--- config.mk ---
export PLATFORM = sky130hd
export DESIGN_NAME = div_seq_ctrl32
export DESIGN_NICKNAME = d
export VERILOG_FILES = /design/src/rtl/div_seq_ctrl32_pkg.sv /design/src/rtl/div_seq_ctrl32_ripple.sv /design/src/rtl/div_seq_ctrl32.sv
export SDC_FILE = /design/constraint.sdc
export NUM_CORES = 1
export LEC_CHECK = 0
export CORE_MARGIN = 2
export CORE_UTILIZATION = 55
export CTS_BUF_LIST = sky130_fd_sc_hd__clkbuf_8
export CTS_CLUSTER_SIZE = 16
export DETAILED_ROUTE_END_ITERATION = 8
export GPL_TIMING_DRIVEN = 0
export PLACE_DENSITY_LB_ADDON = 0.15
export RECOVER_POWER = 50
export SLEW_MARGIN = 20
export SYNTH_ARGS = -nofsm -noshare
export SYNTH_HDL_FRONTEND = slang
export SYNTH_SLANG_ARGS = --single-unit
--- constraint.sdc ---
create_clock -name clk -period 16.9 [get_ports clk]
set_input_delay 2.535 -clock clk [delete_from_list [all_inputs] [get_ports clk]]
set_output_delay 2.535 -clock clk [all_outputs]
set_load 0.1 [all_outputs]
--- src/rtl/div_seq_ctrl32_pkg.sv ---
// div_seq_ctrl32_pkg: state encodings and constants shared by the sequential divider
package div_seq_ctrl32_pkg;
   typedef enum logic [1:0] {
      ST_IDLE = 2'd0,
      ST_RUN  = 2'd1,
      ST_DONE = 2'd2
   } state_t;
   localparam logic [4:0]  LAST_STEP   = 5'd31;
   localparam logic [31:0] DBZ_DEFAULT = 32'hFFFF_FFFF;
endpackage

--- src/rtl/div_seq_ctrl32_ripple.sv ---
// Ripple32bit: 32-bit ripple-carry adder with carry in and carry out
module Ripple32bit (
   input  logic [31:0] a,
   input  logic [31:0] b,
   input  logic        cIn,
   output logic [31:0] s,
   output logic        c
);
   logic [32:0] cy;
   assign cy[0] = cIn;
   assign c     = cy[32];
   for (genvar i = 0; i < 32; i++) begin : g_fa
      assign s[i]    = a[i] ^ b[i] ^ cy[i];
      assign cy[i+1] = (a[i] & b[i]) | (cy[i] & (a[i] ^ b[i]));
   end
endmodule

--- src/rtl/div_seq_ctrl32.sv ---
// div_seq_ctrl32: restoring divider stepping one quotient bit per cycle through a shared ripple adder
module div_seq_ctrl32
   import div_seq_ctrl32_pkg::*;
#(
   parameter int          WIDTH    = 32,
   parameter logic [31:0] DBZ_QUOT = DBZ_DEFAULT
) (
   input  logic             clk,
   input  logic             rst_n,
   input  logic             start,
   input  logic [WIDTH-1:0] dividend,
   input  logic [WIDTH-1:0] divisor,
   output logic             busy,
   output logic             done,
   output logic [WIDTH-1:0] quotient,
   output logic [WIDTH-1:0] remainder,
   output logic             div_by_zero
);
   state_t           state;
   logic [4:0]       cnt;
   logic [WIDTH-1:0] q, r, d, nd, rs, diff, q_nxt, r_nxt;
   logic             ovf, cout, take;
   for (genvar i = 0; i < WIDTH; i++) begin : g_inv
      not u_inv (nd[i], d[i]);
   end
   assign rs    = {r[WIDTH-2:0], q[WIDTH-1]};
   assign ovf   = r[WIDTH-1];
   assign take  = ovf | cout;
   assign q_nxt = {q[WIDTH-2:0], take};
   assign r_nxt = take ? diff : rs;
   // rs - d as rs + ~d + 1; carry out set means no borrow
   Ripple32bit u_add (
      .a  (rs),
      .b  (nd),
      .cIn(1'b1),
      .s  (diff),
      .c  (cout)
   );
   always_ff @(posedge clk or negedge rst_n) begin
      if (!rst_n) begin
         state       <= ST_IDLE;
         cnt         <= '0;
         q           <= '0;
         r           <= '0;
         d           <= '0;
         busy        <= 1'b0;
         done        <= 1'b0;
         quotient    <= '0;
         remainder   <= '0;
         div_by_zero <= 1'b0;
      end else begin
         done <= 1'b0;
         case (state)
            ST_RUN: begin
               q   <= q_nxt;
               r   <= r_nxt;
               cnt <= cnt + 5'd1;
               if (cnt == LAST_STEP) begin
                  state     <= ST_DONE;
                  busy      <= 1'b0;
                  done      <= 1'b1;
                  quotient  <= q_nxt;
                  remainder <= r_nxt;
               end
            end
            default: begin
               state <= ST_IDLE;
               if (start) begin
                  q           <= dividend;
                  r           <= '0;
                  d           <= divisor;
                  cnt         <= '0;
                  div_by_zero <= divisor == '0;
                  if (divisor == '0) begin
                     state     <= ST_DONE;
                     done      <= 1'b1;
                     quotient  <= DBZ_QUOT;
                     remainder <= dividend;
                  end else begin
                     state <= ST_RUN;
                     busy  <= 1'b1;
                  end
               end
            end
         endcase
      end
   end
endmodule
Yosys cells after proc, flatten, opt, wreduce, memory -nomap -nowiden
Cells that the tools add are included.
- register bits after elaboration: 170
- input port bits: 67
- output and inout port bits: 67
- add/subtract/negate cells: 1
- equal/unequal tests: 4
- muxes and demuxes: 27
- bitwise gates (word level): 193
- reductions and logical operators: 6
- operators by type and width (cell ; number):
    $mux 32 ; 13
    $and 1x1->1 ; 63
    $xor 1x1->1 ; 63
    $not 1->1 ; 34
    $or 1x1->1 ; 33
    $logic_not 32->1 ; 1
    $mux 5 ; 2
    $mux 1 ; 8
    $mux 2 ; 4
    $reduce_and 3->1 ; 2
    $add 5x1->5 const B ; 1
    $eq 5x5->1 const B ; 1
    $reduce_bool 2->1 ; 2
    $eq 2x1->1 const B ; 1
    $ne 2x1->1 const B ; 1
    $ne 2x2->1 const B ; 1
    $reduce_and 2->1 ; 1

Longest topological paths before layout
- word-level depth: 69
- mapped depth: 41
- gate-level depth less buffers: 39

By module
A second synthesis with hierarchy kept.
- cell total of the unflattened synthesis: 732
- area total of the unflattened synthesis: 7965.1 sq um
- by module, submodules not included (module ; instances ; cells an instance ; area an instance (sq um) ; seq. area each (sq um)):
    div_seq_ctrl32 ; 1 ; 690 ; 7287.0 ; 4254.1
    Ripple32bit ; 1 ; 42 ; 678.2 ; 0.0

Worst setup path after synthesis
No wires, ideal clock.
- kind: register -> register
- start point: register q[31]
- end point: register remainder[1]
- setup time: 127 ps
- arrival time: 13035 ps
- required time: 16773 ps
- setup slack: 3738 ps
- cell stages (with the launch flop): 42
- buffers on the path: 2
- path through: dfrtp_1 > inv_1 > ha_1 > inv_1 > fa_1 > fa_1 > fa_1 > fa_1 > fa_1 > fa_1 > fa_1 > fa_1 > fa_1 > fa_1 > fa_1 > fa_1 > fa_1 > fa_1 > [... 6 more ...] > fa_1 > fa_1 > fa_1 > fa_1 > fa_1 > fa_1 > fa_1 > fa_1 > fa_1 > inv_1 > fa_1 > fa_1 > nor2b_1 > clkbuf_1 > buf_2 > mux2i_1 > nor2_1 > a221o_2
- word-level cells in the longest chain between the ends: 68
- RTL lines (what ; line ; text):
    start: declaration ; div_seq_ctrl32.sv:21 ; logic [WIDTH-1:0] q, r, d, nd, rs, diff, q_nxt, r_nxt;
    start signal: assignment ; div_seq_ctrl32.sv:55 ; q <= q_nxt;
    start signal: assignment ; div_seq_ctrl32.sv:69 ; q <= dividend;
    $and 1x1->1 / $xor 1x1->1 (equally long branches) ; div_seq_ctrl32_ripple.sv:14 ; assign cy[i+1] = (a[i] & b[i]) | (cy[i] & (a[i] ^ b[i]));
    $or 1x1->1 * ; div_seq_ctrl32_ripple.sv:14 ;
    $and 1x1->1 ; div_seq_ctrl32_ripple.sv:14 ;
    $or 1x1->1 ; div_seq_ctrl32_ripple.sv:14 ;
    $and 1x1->1 ; div_seq_ctrl32_ripple.sv:14 ;
    $or 1x1->1 ; div_seq_ctrl32_ripple.sv:14 ;
    $and 1x1->1 ; div_seq_ctrl32_ripple.sv:14 ;
    $or 1x1->1 ; div_seq_ctrl32_ripple.sv:14 ;
    [... 52 more ...] ; n/a ;
    $and 1x1->1 ; div_seq_ctrl32_ripple.sv:14 ;
    $or 1x1->1 ; div_seq_ctrl32_ripple.sv:14 ;
    $and 1x1->1 ; div_seq_ctrl32_ripple.sv:14 ;
    $or 1x1->1 ; div_seq_ctrl32_ripple.sv:14 ;
    $or 1x1->1 ; div_seq_ctrl32.sv:28 ; assign take = ovf | cout;
    $mux 32 * ; div_seq_ctrl32.sv:30 ; assign r_nxt = take ? diff : rs;
    $mux 32 * ; div_seq_ctrl32.sv:58 ; if (cnt == LAST_STEP) begin
    $mux 32 * ; div_seq_ctrl32.sv:53 ; case (state)
    end signal: assignment ; div_seq_ctrl32.sv:63 ; remainder <= r_nxt;
    end signal: assignment ; div_seq_ctrl32.sv:78 ; remainder <= dividend;
    end: declaration ; div_seq_ctrl32.sv:16 ; output logic [WIDTH-1:0] remainder,
Mark *: on every way between the ends. The rest lies on a longest branch, timed or not. The select of a mux whose other input is x is not followed.
A chain may end at the register's enable or synchronous reset.

Final worst setup path
- start point: register q[31]
- end point: register remainder[9]
- word-level cells in the longest chain between the ends: 68
- RTL lines (what ; line):
    $and 1x1->1 / $xor 1x1->1 (equally long branches) ; div_seq_ctrl32_ripple.sv:14
    $or 1x1->1 * ; div_seq_ctrl32_ripple.sv:14
    $and 1x1->1 * ; div_seq_ctrl32_ripple.sv:14
    $or 1x1->1 * ; div_seq_ctrl32_ripple.sv:14
    $and 1x1->1 * ; div_seq_ctrl32_ripple.sv:14
    $or 1x1->1 * ; div_seq_ctrl32_ripple.sv:14
    $and 1x1->1 * ; div_seq_ctrl32_ripple.sv:14
    $or 1x1->1 * ; div_seq_ctrl32_ripple.sv:14
    [... 52 more ...] ; n/a
    $and 1x1->1 ; div_seq_ctrl32_ripple.sv:14
    $or 1x1->1 ; div_seq_ctrl32_ripple.sv:14
    $and 1x1->1 ; div_seq_ctrl32_ripple.sv:14
    $or 1x1->1 ; div_seq_ctrl32_ripple.sv:14
    $or 1x1->1 ; div_seq_ctrl32.sv:28
    $mux 32 * ; div_seq_ctrl32.sv:30
    $mux 32 * ; div_seq_ctrl32.sv:58
    $mux 32 * ; div_seq_ctrl32.sv:53
Marked as above.

==> results by group <==
Global routing
  • GRT Residual Overflow: 0
  • Initial antenna violation count: 0
  • Total Routing Usage GR: 27.31%
  • First-pass GRT wire length: 31,440 microns
  • Number of global-route vias before repair: 6,056
  • Largest net degree at the start of global routing: 92

Routing
  • Wirelength per Cell: 18.51 microns
  • Met2 wire len: 9220 microns
  • Initial DRC Count: 507
  • Final ANT Viol Nets: 0
  • Final wirelength: 19,750 microns
  • Max layer used: met4
  • # DRC: 0
  • DR vias: 6,160
  • Vias per std cell: 5.773
  • Metal3 WL: 1225 microns
  • Pre-antenna DRT Iters: 6
  • WL met1: 8899 microns

Worst setup path
  • Levels on crit path: 41
  • Crit-path max FO: 10
  • Worst setup EP type: register
  • Cell mode on critical path: fa_1
  • Req. time, crit path: 17,260 ps
  • Delay-heaviest family, CP: adder cells
  • Crit path largest cell delay: 420 ps
  • R2r worst-path depth: 41
  • CP arrival: 14,450 ps
  • Reg2reg start: q[31]$_DFFE_PN0P_
  • CP max stage cell: dfrtp_1
  • CP Launch Point: q[31]$_DFFE_PN0P_
  • Startpoint types: register
  • WP buf/inv: 5
  • Critical path type: reg -> reg
  • R2R setup slack: 2800 ps

Synth
  • Syn nets: 823
  • Syn Inst Count: 722
  • Sequential area share after synthesis: 54.03%
  • Asr flop ratio synth: 100.0%
  • Netlist cell types: 35
  • Number of synthesized flops with an enable pin: 0
  • Synthesis warning total: 0
  • Register bit total from synthesis: 170
  • Post-Syn Area: 7874 sq um
  • Main synth FF type: dfrtp_1
  • Syn Area/Cell: 10.91 sq um

Run status
  • Status: complete, but fails checks
  • Failing checks: max-capacitance violations, max-slew violations

Floorplanning
  • I/O Pins: 134
  • Die Y: 123.7 microns
  • Row count: 43
  • Core ar.: 13,930 sq um
  • Full die area: 15,290 sq um
  • Initial Util: 56.51%
  • Die Wd: 123.7 microns

Cells and area
  • Layout cell share with drive strength beyond 1: 6.201%
  • Area delta synth->final: 24.71%
  • Filler Cell Count: 1,032
  • Diode count: 0
  • Util after Layout: 70.47%
  • Nets: 975

Timing
  • RSZ-0062 raised after global routing: no
  • Slew HR: -214.3%
  • Worst-Margin Slew: 4714 ps
  • Fmax: 70.94 MHz
  • Clk_skew: 9.446 ps
  • Endpoints failing setup: 0
  • Final hold violation count: 0
  • Final min period: 14,100 ps
  • Setup TNS after final layout: 0 ps
  • Period utilization: 83.41%
  • Slew Limit Fails: 173

Clocking
  • CTS tree: yes
  • Post_cts resized: 0
  • Worst-skew pair later-pin latency: 470 ps
  • CTS max path bufs: 2
  • Clk root buf: clkbuf_8
  • CTS H-tree depth: 4
  • Num CTS Buffers: 17
  • Postcts setup bufs: 0
  • Clock Sinks: 170
  • Clock-pin slew on the worst setup and hold paths: 80 ps
  • Hold-fix buffers at CTS: 0

Hold path
  • WHS Path Cells: 1
  • Hold Startpoint: quotient[21]$_DFFE_PN0P_
  • Hold Crit Class: reg -> reg

Placed design
  • Post-detail-place hpwl: 14,910 microns
  • GPL Wtd Cong: 0.8665
  • # port buffers: 132

Run
  • Total of max-cap violations: 2
[final timing paths]
path,to
worst max-delay path,remainder[9]$_DFFE_PN0P_
worst min-delay path,quotient[21]$_DFFE_PN0P_
worst max register to register,remainder[9]$_DFFE_PN0P_
worst min register to register,quotient[21]$_DFFE_PN0P_
max in group asynchronous,div_by_zero$_DFFE_PN0P_
min in group asynchronous,done$_DFF_PN0_
[cell type report]
type	instances	area [sq um]	area share [%]
Buffer	52	237.7	2.421
Clock buffer	22	302.8	3.084
Clock inverter	10	98.84	1.007
Inverter	38	142.6	1.453
Multi-Input combinational cell	462	3239	32.99
Sequential cell	170	4254	43.32
Tap cell	180	225.2	2.294
Timing Repair Buffer	133	1319	13.43
[synthesized netlist by cell type (all sizes together), types with 2 or more instances]
| cell type | count | area share [%] |
|---|---|---|
| a21oi | 31 | 2.0 |
| a221o | 29 | 3.7 |
| and2 | 31 | 2.5 |
| buf | 14 | 1.2 |
| clkbuf | 38 | 1.8 |
| dfrtp | 170 | 54 |
| fa | 31 | 7.9 |
| ha | 3 | 0.48 |
| inv | 38 | 1.8 |
| mux2 | 6 | 0.86 |
| mux2i | 33 | 4.2 |
| nand2 | 73 | 3.5 |
| nand2b | 2 | 0.16 |
| nand3 | 31 | 2.0 |
| nand4 | 3 | 0.24 |
| nor2 | 40 | 1.9 |
| nor2b | 2 | 0.16 |
| nor4 | 8 | 0.95 |
| o21ai | 97 | 6.2 |
| o22a | 31 | 3.4 |
| o31ai | 4 | 0.38 |
[state kept, by name (all words and copies together) (netlist names)]
register	cells
d	32
q	32
quotient	32
r	32
remainder	32
cnt	5
state	2
busy	1
div_by_zero	1
done	1
[cell families (layout without fill, tap and decap cells)]
family                   Yosys count  count (layout)  share of synthesized area (%)
multiplexers                      39              39                          5.053
AO/OA/AOI/OAI                    197             197                          16.26
buffers and inverters             90             255                          4.831
adder cells (fa/ha/maj)           34              34                          8.359
flip-flops                       170             170                          54.03
AND/OR/NAND/NOR                  192             192                          11.47
[stage by stage]
step / cells / area, sq um / setup slack, ps / hold WS (ps)
2_1_floorplan: 722 / 7874 / 3738 / 442.9
3_3_place_gp: 1034 / 9420 / 2999 / 461.4
3_5_place_dp: 1035 / 9453 / 2933 / 481.2
4_1_cts: 1067 / 9854 / 2877 / 496.2
5_1_grt: 1067 / 9819 / 2353 / 508.1
6_report: 1067 / 9819 / 2804 / 492.6
[cell usage in the layout (no fill, tap or decap), types with 33 or more instances in the layout]
cell / instances
clkdlybuf4s50_1: 131
mux2i_1: 33
inv_1: 40
dfrtp_1: 170
nor2_1: 40
clkbuf_1: 40
nand2_1: 73
o21ai_0: 96
[worst reg2reg max path, delay by kind of cell, from the launching register on]
kind / cells / cell delay (ps)
mux: 1 / 380
buf+inv: 5 / 690
fa+ha+maj: 32 / 12020
compound gates: 1 / 270
simple gates: 2 / 210
flops: 1 / 420
[metal layers]
layer	track usage [%]	vias up
met2	41.90	253
li1	-	2827
met3	4.716	34
met5	0	-
met1	39.67	3046
met4	9.730	0
Power is left out: the tool's default activity adds up to more than one toggle a clock period on the data nets, which glitch-free logic cannot reach.
==> RTL edit 1: new RTL, same settings <==
Encoding of `state_t`: now one-hot (3 bits for 3 states).
--- a/src/rtl/div_seq_ctrl32_pkg.sv
+++ b/src/rtl/div_seq_ctrl32_pkg.sv
@@ -1,8 +1,8 @@
 // div_seq_ctrl32_pkg: state encodings and constants shared by the sequential divider
 package div_seq_ctrl32_pkg;
-   typedef enum logic [1:0] {
-      ST_IDLE = 2'd0,
-      ST_RUN  = 2'd1,
-      ST_DONE = 2'd2
+   typedef enum logic [2:0] {
+      ST_IDLE = 3'b001,
+      ST_RUN  = 3'b010,
+      ST_DONE = 3'b100
    } state_t;
    localparam logic [4:0]  LAST_STEP   = 5'd31;
Function: same outputs for any inputs over 4 cycles, from zero or initial values and one cycle with rst_n low; so few cycles prove little.
==> RTL edit 1 against the unedited design <==
  * The run still ends with max-capacitance violations, max-slew violations left
  * Clock skew is 0.0034 ns higher
  * Area after synthesis up 0.51%
  * Routed wire length rose by 1.0%
  * Worst setup slack worse by 0.13 ns
  * Sequential cell count increased by 1
  * Cell area increased by 1.2%
  * Global-route usage rose by 0.065 points
  * Utilization is 0.60 points higher
  * First-iteration DRC count grew 34%
  * Synthesized cell count unchanged
  * Critical endpoint is now remainder[8]
  * Largest cell class unchanged
==> RTL edit 1: results (changes against the unedited design) <==
<table>
<tr><th>Metric</th><th>Value</th></tr>
<tr><th colspan="2">Global route</th></tr>
<tr><td>Wire length of the first global-routing pass</td><td>31.4 mm (about the same)</td></tr>
<tr><td>Largest net degree at the start of global routing</td><td>94 (+2.2%)</td></tr>
<tr><td>All-layer global routing usage</td><td>27.4% (+0.065 points)</td></tr>
<tr><th colspan="2">Final layout</th></tr>
<tr><td>Count of plain and timing-repair buffers</td><td>184 (-0.54%)</td></tr>
<tr><td>ClkCell Share</td><td>4.87% (+0.78 points)</td></tr>
<tr><td>Non-clock buffer contribution to total cell area</td><td>15.6% (-0.24 points)</td></tr>
<tr><td>Sequential share of cell area</td><td>43.1% (-0.26 points)</td></tr>
<tr><td>Fillers</td><td>1,044 (+1.2%)</td></tr>
<tr><td>Share of cells above drive strength 1</td><td>6.54% (+0.34 points)</td></tr>
<tr><td>Multi-input gate share of the layout cell area</td><td>32.8% (-0.23 points)</td></tr>
<tr><td>Layout clock buffers</td><td>19 (-14%)</td></tr>
<tr><th colspan="2">Timing</th></tr>
<tr><td>Relative slew slack</td><td>-221% (-7.1 points)</td></tr>
<tr><td>Max-slew violation total from the final report</td><td>174 (+0.58%)</td></tr>
<tr><td>Worst clock skew on the final layout</td><td>0.0129 ns (+0.00341 ns)</td></tr>
<tr><th colspan="2">Synthesis</th></tr>
<tr><td>Sequential area share after synthesis</td><td>54.1% (+0.059 points)</td></tr>
<tr><td>Most numerous cell types in the synthesized netlist</td><td>170 x dfrtp_1, 98 x o21ai_0, 73 x nand2_1</td></tr>
<tr><td>Yosys cell types</td><td>37 (+5.7%)</td></tr>
<tr><td>Main area contributors after synthesis</td><td>dfrtp_1 54%, fa_1 7.8%, o21ai_0 6.2%</td></tr>
<tr><th colspan="2">Placement</th></tr>
<tr><td>Weighted congestion reported at the end of routability-driven placement</td><td>0.847 (-2.3%)</td></tr>
<tr><td>Pre-CTS setup slack</td><td>2.85 ns (-0.0789 ns)</td></tr>
<tr><th colspan="2">Flow run</th></tr>
<tr><td>Max-Cap Viols</td><td>2 (unchanged)</td></tr>
<tr><th colspan="2">Worst setup path</th></tr>
<tr><td>Worst EP arrival</td><td>14.57 ns (+0.12 ns)</td></tr>
<tr><th colspan="2">Status</th></tr>
<tr><td>Status</td><td>complete, but fails checks</td></tr>
<tr><td>Violated checks</td><td>max-capacitance violations, max-slew violations</td></tr>
<tr><th colspan="2">Drt</th></tr>
<tr><td>Number of optimization iterations in the first detailed-route pass</td><td>5 (-1)</td></tr>
<tr><td>Number of violations reported at the end of detailed-routing iteration 0</td><td>678 (+34%)</td></tr>
<tr><td>Final WL</td><td>20.0 mm (+1.0%)</td></tr>
<tr><td>Avg Vias per Cell</td><td>5.81 (+0.55%)</td></tr>
<tr><th colspan="2">Clocking</th></tr>
<tr><td>Number of sinks driven by the clock tree</td><td>171 (+0.59%)</td></tr>
</table>
[RTL edit 1: worst paths after layout]
| check | depth (start not counted) | slack, ns | endpoint | start |
|---|---|---|---|---|
| min in group asynchronous | 1 | 3.51 | done | rst_n |
| max in group asynchronous | 2 | 7.32 | d[6] | rst_n |
| hold / removal | 1 | 0.49 | quotient[10] | quotient[10] |
| setup reg to reg | 41 | 2.67 | remainder[8] | q[31] |
| setup / recovery | 41 | 2.67 | remainder[8] | q[31] |
| hold reg to reg | 1 | 0.49 | quotient[10] | quotient[10] |
[RTL edit 1: worst reg2reg max path, delay by kind of cell, from the launching register on]
kind                       cells  cell delay, ns
AOI/OAI and AO/OA              1            0.27
adders and majority gates     32           12.13
buffers and inverters          5            0.68
DFF                            1            0.42
muxes                          1            0.37
and+or+nand+nor                2            0.25
[RTL edit 1: metal layers]
layer	vias up	part of all wire [%]	track usage, %
met2	213	48	43.0
met4	0	1.5	8.15
met3	27	6.2	5.04
met1	3132	44	39.4
li1	2822	-	-
met5	-	0	0
[RTL edit 1: kinds of logic after synthesis]
kind of cell / Yosys count / share of synthesized area (%)
compound gates: 198 / 16.3
simple gates: 191 / 11.5
flops: 171 / 54.1
buf+inv: 89 / 4.76
mux: 39 / 5.03
fa+ha+maj: 34 / 8.32
[RTL edit 1: stage by stage]
step	total power (W)	cell area, µm²	std cells	hold WS (ns)
2_1_floorplan	0.000978	7910	722	0.443
5_1_grt	0.00161	9940	1067	0.510
3_5_place_dp	0.00115	9490	1035	0.476
4_1_cts	0.00150	9980	1067	0.494
3_3_place_gp	0.00111	9460	1034	0.460
6_report	0.00150	9940	1067	0.490
[RTL edit 1: power by group]
part           internal, W  leakage (nW)  switching (W)
sequential        0.000515          2.23      0.0000740
combinational     0.000221          1.99       0.000346
clock             0.000197         0.237       0.000146
==> RTL edit 2: new RTL, same settings <==
Made on the original files. Add an input register stage for `start`, `dividend` and `divisor`, cleared by the reset; this delays them by one clock.
--- a/src/rtl/div_seq_ctrl32.sv
+++ b/src/rtl/div_seq_ctrl32.sv
@@ -17,4 +17,21 @@
    output logic             div_by_zero
 );
+
+   logic start_q;
+   logic [WIDTH-1:0] dividend_q;
+   logic [WIDTH-1:0] divisor_q;
+
+   always_ff @(posedge clk or negedge rst_n) begin
+      if (!rst_n) begin
+         start_q    <= '0;
+         dividend_q <= '0;
+         divisor_q  <= '0;
+      end else begin
+         start_q    <= start;
+         dividend_q <= dividend;
+         divisor_q  <= divisor;
+      end
+   end
+
    state_t           state;
    logic [4:0]       cnt;
@@ -66,15 +83,15 @@
             default: begin
                state <= ST_IDLE;
-               if (start) begin
-                  q           <= dividend;
+               if (start_q) begin
+                  q           <= dividend_q;
                   r           <= '0;
-                  d           <= divisor;
+                  d           <= divisor_q;
                   cnt         <= '0;
-                  div_by_zero <= divisor == '0;
-                  if (divisor == '0) begin
+                  div_by_zero <= divisor_q == '0;
+                  if (divisor_q == '0) begin
                      state     <= ST_DONE;
                      done      <= 1'b1;
                      quotient  <= DBZ_QUOT;
-                     remainder <= dividend;
+                     remainder <= dividend_q;
                   end else begin
                      state <= ST_RUN;
Check against the original RTL: not equivalent (Yosys sat finds a counterexample within 4 cycles, from zero or initial values and one cycle with rst_n low).
==> RTL edit 2 against the unedited design <==
  * The run still ends with max-capacitance violations, max-slew violations left
  * Worst hold slack got worse by 0.011 ns
  * Cell area rose by 21%
  * Count of clock-buffer cells in the layout is 28 higher
  * Area after synthesis is 21% higher
  * Sequential cell count is 65 higher
  * Worst setup slack got worse by 0.021 ns
  * Global-route usage decreased by 2.8 points
  * Routed wire length up 6.5%
  * Critical path type unchanged
  * Largest cell class unchanged
==> RTL edit 2: results (changes against the unedited design) <==
<table>
<tr><th>Metric</th><th>Value</th></tr>
<tr><th colspan="2">Drt</th></tr>
<tr><td>Final routed wire length divided by cell count</td><td>17.4 µm (-6.1%)</td></tr>
<tr><td>Final WL</td><td>21.0 mm (+6.5%)</td></tr>
<tr><td>Routed metal-1 wire length</td><td>9.85 mm (+11%)</td></tr>
<tr><td>DR WL met2</td><td>9.67 mm (+4.8%)</td></tr>
<tr><td>Routed via count</td><td>6,509 (+5.7%)</td></tr>
<tr><th colspan="2">Synthesis</th></tr>
<tr><td>Synthesized Nets</td><td>888 (+7.9%)</td></tr>
<tr><td>Avg Synthesized Cell Area</td><td>12.1 µm² (+11%)</td></tr>
<tr><td>Top cell type's share of synthesized area</td><td>61.9% (+7.9 points)</td></tr>
<tr><td>Most numerous cell types in the synthesized netlist</td><td>235 x dfrtp_1, 96 x o21ai_0, 73 x nand2_1</td></tr>
<tr><th colspan="2">Status</th></tr>
<tr><td>Violated checks</td><td>max-capacitance violations, max-slew violations</td></tr>
<tr><td>Status</td><td>complete, but fails checks</td></tr>
<tr><th colspan="2">Clocking</th></tr>
<tr><td>Max clock buf depth</td><td>3 (+1)</td></tr>
<tr><td>Inserted Clock Buffers</td><td>38 (+21)</td></tr>
<tr><th colspan="2">Placement</th></tr>
<tr><td>Weighted congestion reported at the end of routability-driven placement</td><td>0.828 (-4.4%)</td></tr>
<tr><td>Dpl cell area</td><td>11,200 µm² (+18%)</td></tr>
<tr><td>Post-detailed-placement half-perimeter wirelength</td><td>15.3 mm (+2.3%)</td></tr>
<tr><td>Port buffer count</td><td>133 (+0.76%)</td></tr>
<tr><th colspan="2">Timing</th></tr>
<tr><td>Max-slew violation total from the final report</td><td>137 (-21%)</td></tr>
<tr><td>Worst clock skew on the final layout</td><td>0.0183 ns (+0.00889 ns)</td></tr>
<tr><td>Max Clk Rate</td><td>70.8 MHz (-0.15%)</td></tr>
<tr><th colspan="2">Min path</th></tr>
<tr><td>Worst hold path endpoint</td><td>quotient[19]</td></tr>
<tr><th colspan="2">Final layout</th></tr>
<tr><td>FF/Latch Area</td><td>5880 µm² (+38%)</td></tr>
<tr><td>Multi-input gate share of the layout cell area</td><td>27.2% (-5.7 points)</td></tr>
<tr><td>Non-clock buffer contribution to total cell area</td><td>13.2% (-2.6 points)</td></tr>
<tr><td>ClkCell Share</td><td>6.49% (+2.4 points)</td></tr>
<tr><th colspan="2">Worst setup path</th></tr>
<tr><td>Worst setup path endpoint</td><td>remainder[24]</td></tr>
<tr><td>Worst reg2reg endpoint</td><td>remainder[24]</td></tr>
<tr><th colspan="2">Flow run</th></tr>
<tr><td>Max-Cap Viols</td><td>2 (unchanged)</td></tr>
<tr><th colspan="2">Global route</th></tr>
<tr><td>Vias in the first global route</td><td>6,597 (+8.9%)</td></tr>
<tr><td>Met3 Use GR</td><td>5.57% (+0.86 points)</td></tr>
</table>
==> RTL edit 2: changes by cell type in the layout (fill, tap and decap cells not counted), sizes merged <==
| cell | unedited run | this run |
|---|---|---|
| buf | 14 | 8 |
| clkdlybuf4s50 | 131 | 67 |
| clkbuf | 62 | 97 |
| dlygate4sd3 | 0 | 65 |
| bufinv | 2 | 1 |
| dfrtp | 170 | 235 |
| inv | 41 | 45 |
==> RTL edit 2: kinds of logic (layout without fill, tap and decap cells) <==
logic type	Yosys count	after routing	share of synthesized area, %
AO/OA/AOI/OAI	197	197	13.5
AND/OR/NAND/NOR	192	192	9.51
flip-flops	235	235	61.9
multiplexers	39	39	4.19
buffers and inverters	90	288	4.00
adder cells (fa/ha/maj)	34	34	6.93
==> RTL edit 2: power by group <==
part	internal, W	leakage, nW	switching (W)
Sequential	0.000759	2.92	0.000135
Combinational	0.000399	1.87	0.000849
Clock	0.000278	0.427	0.000214
Total	0.00144	5.22	0.00120
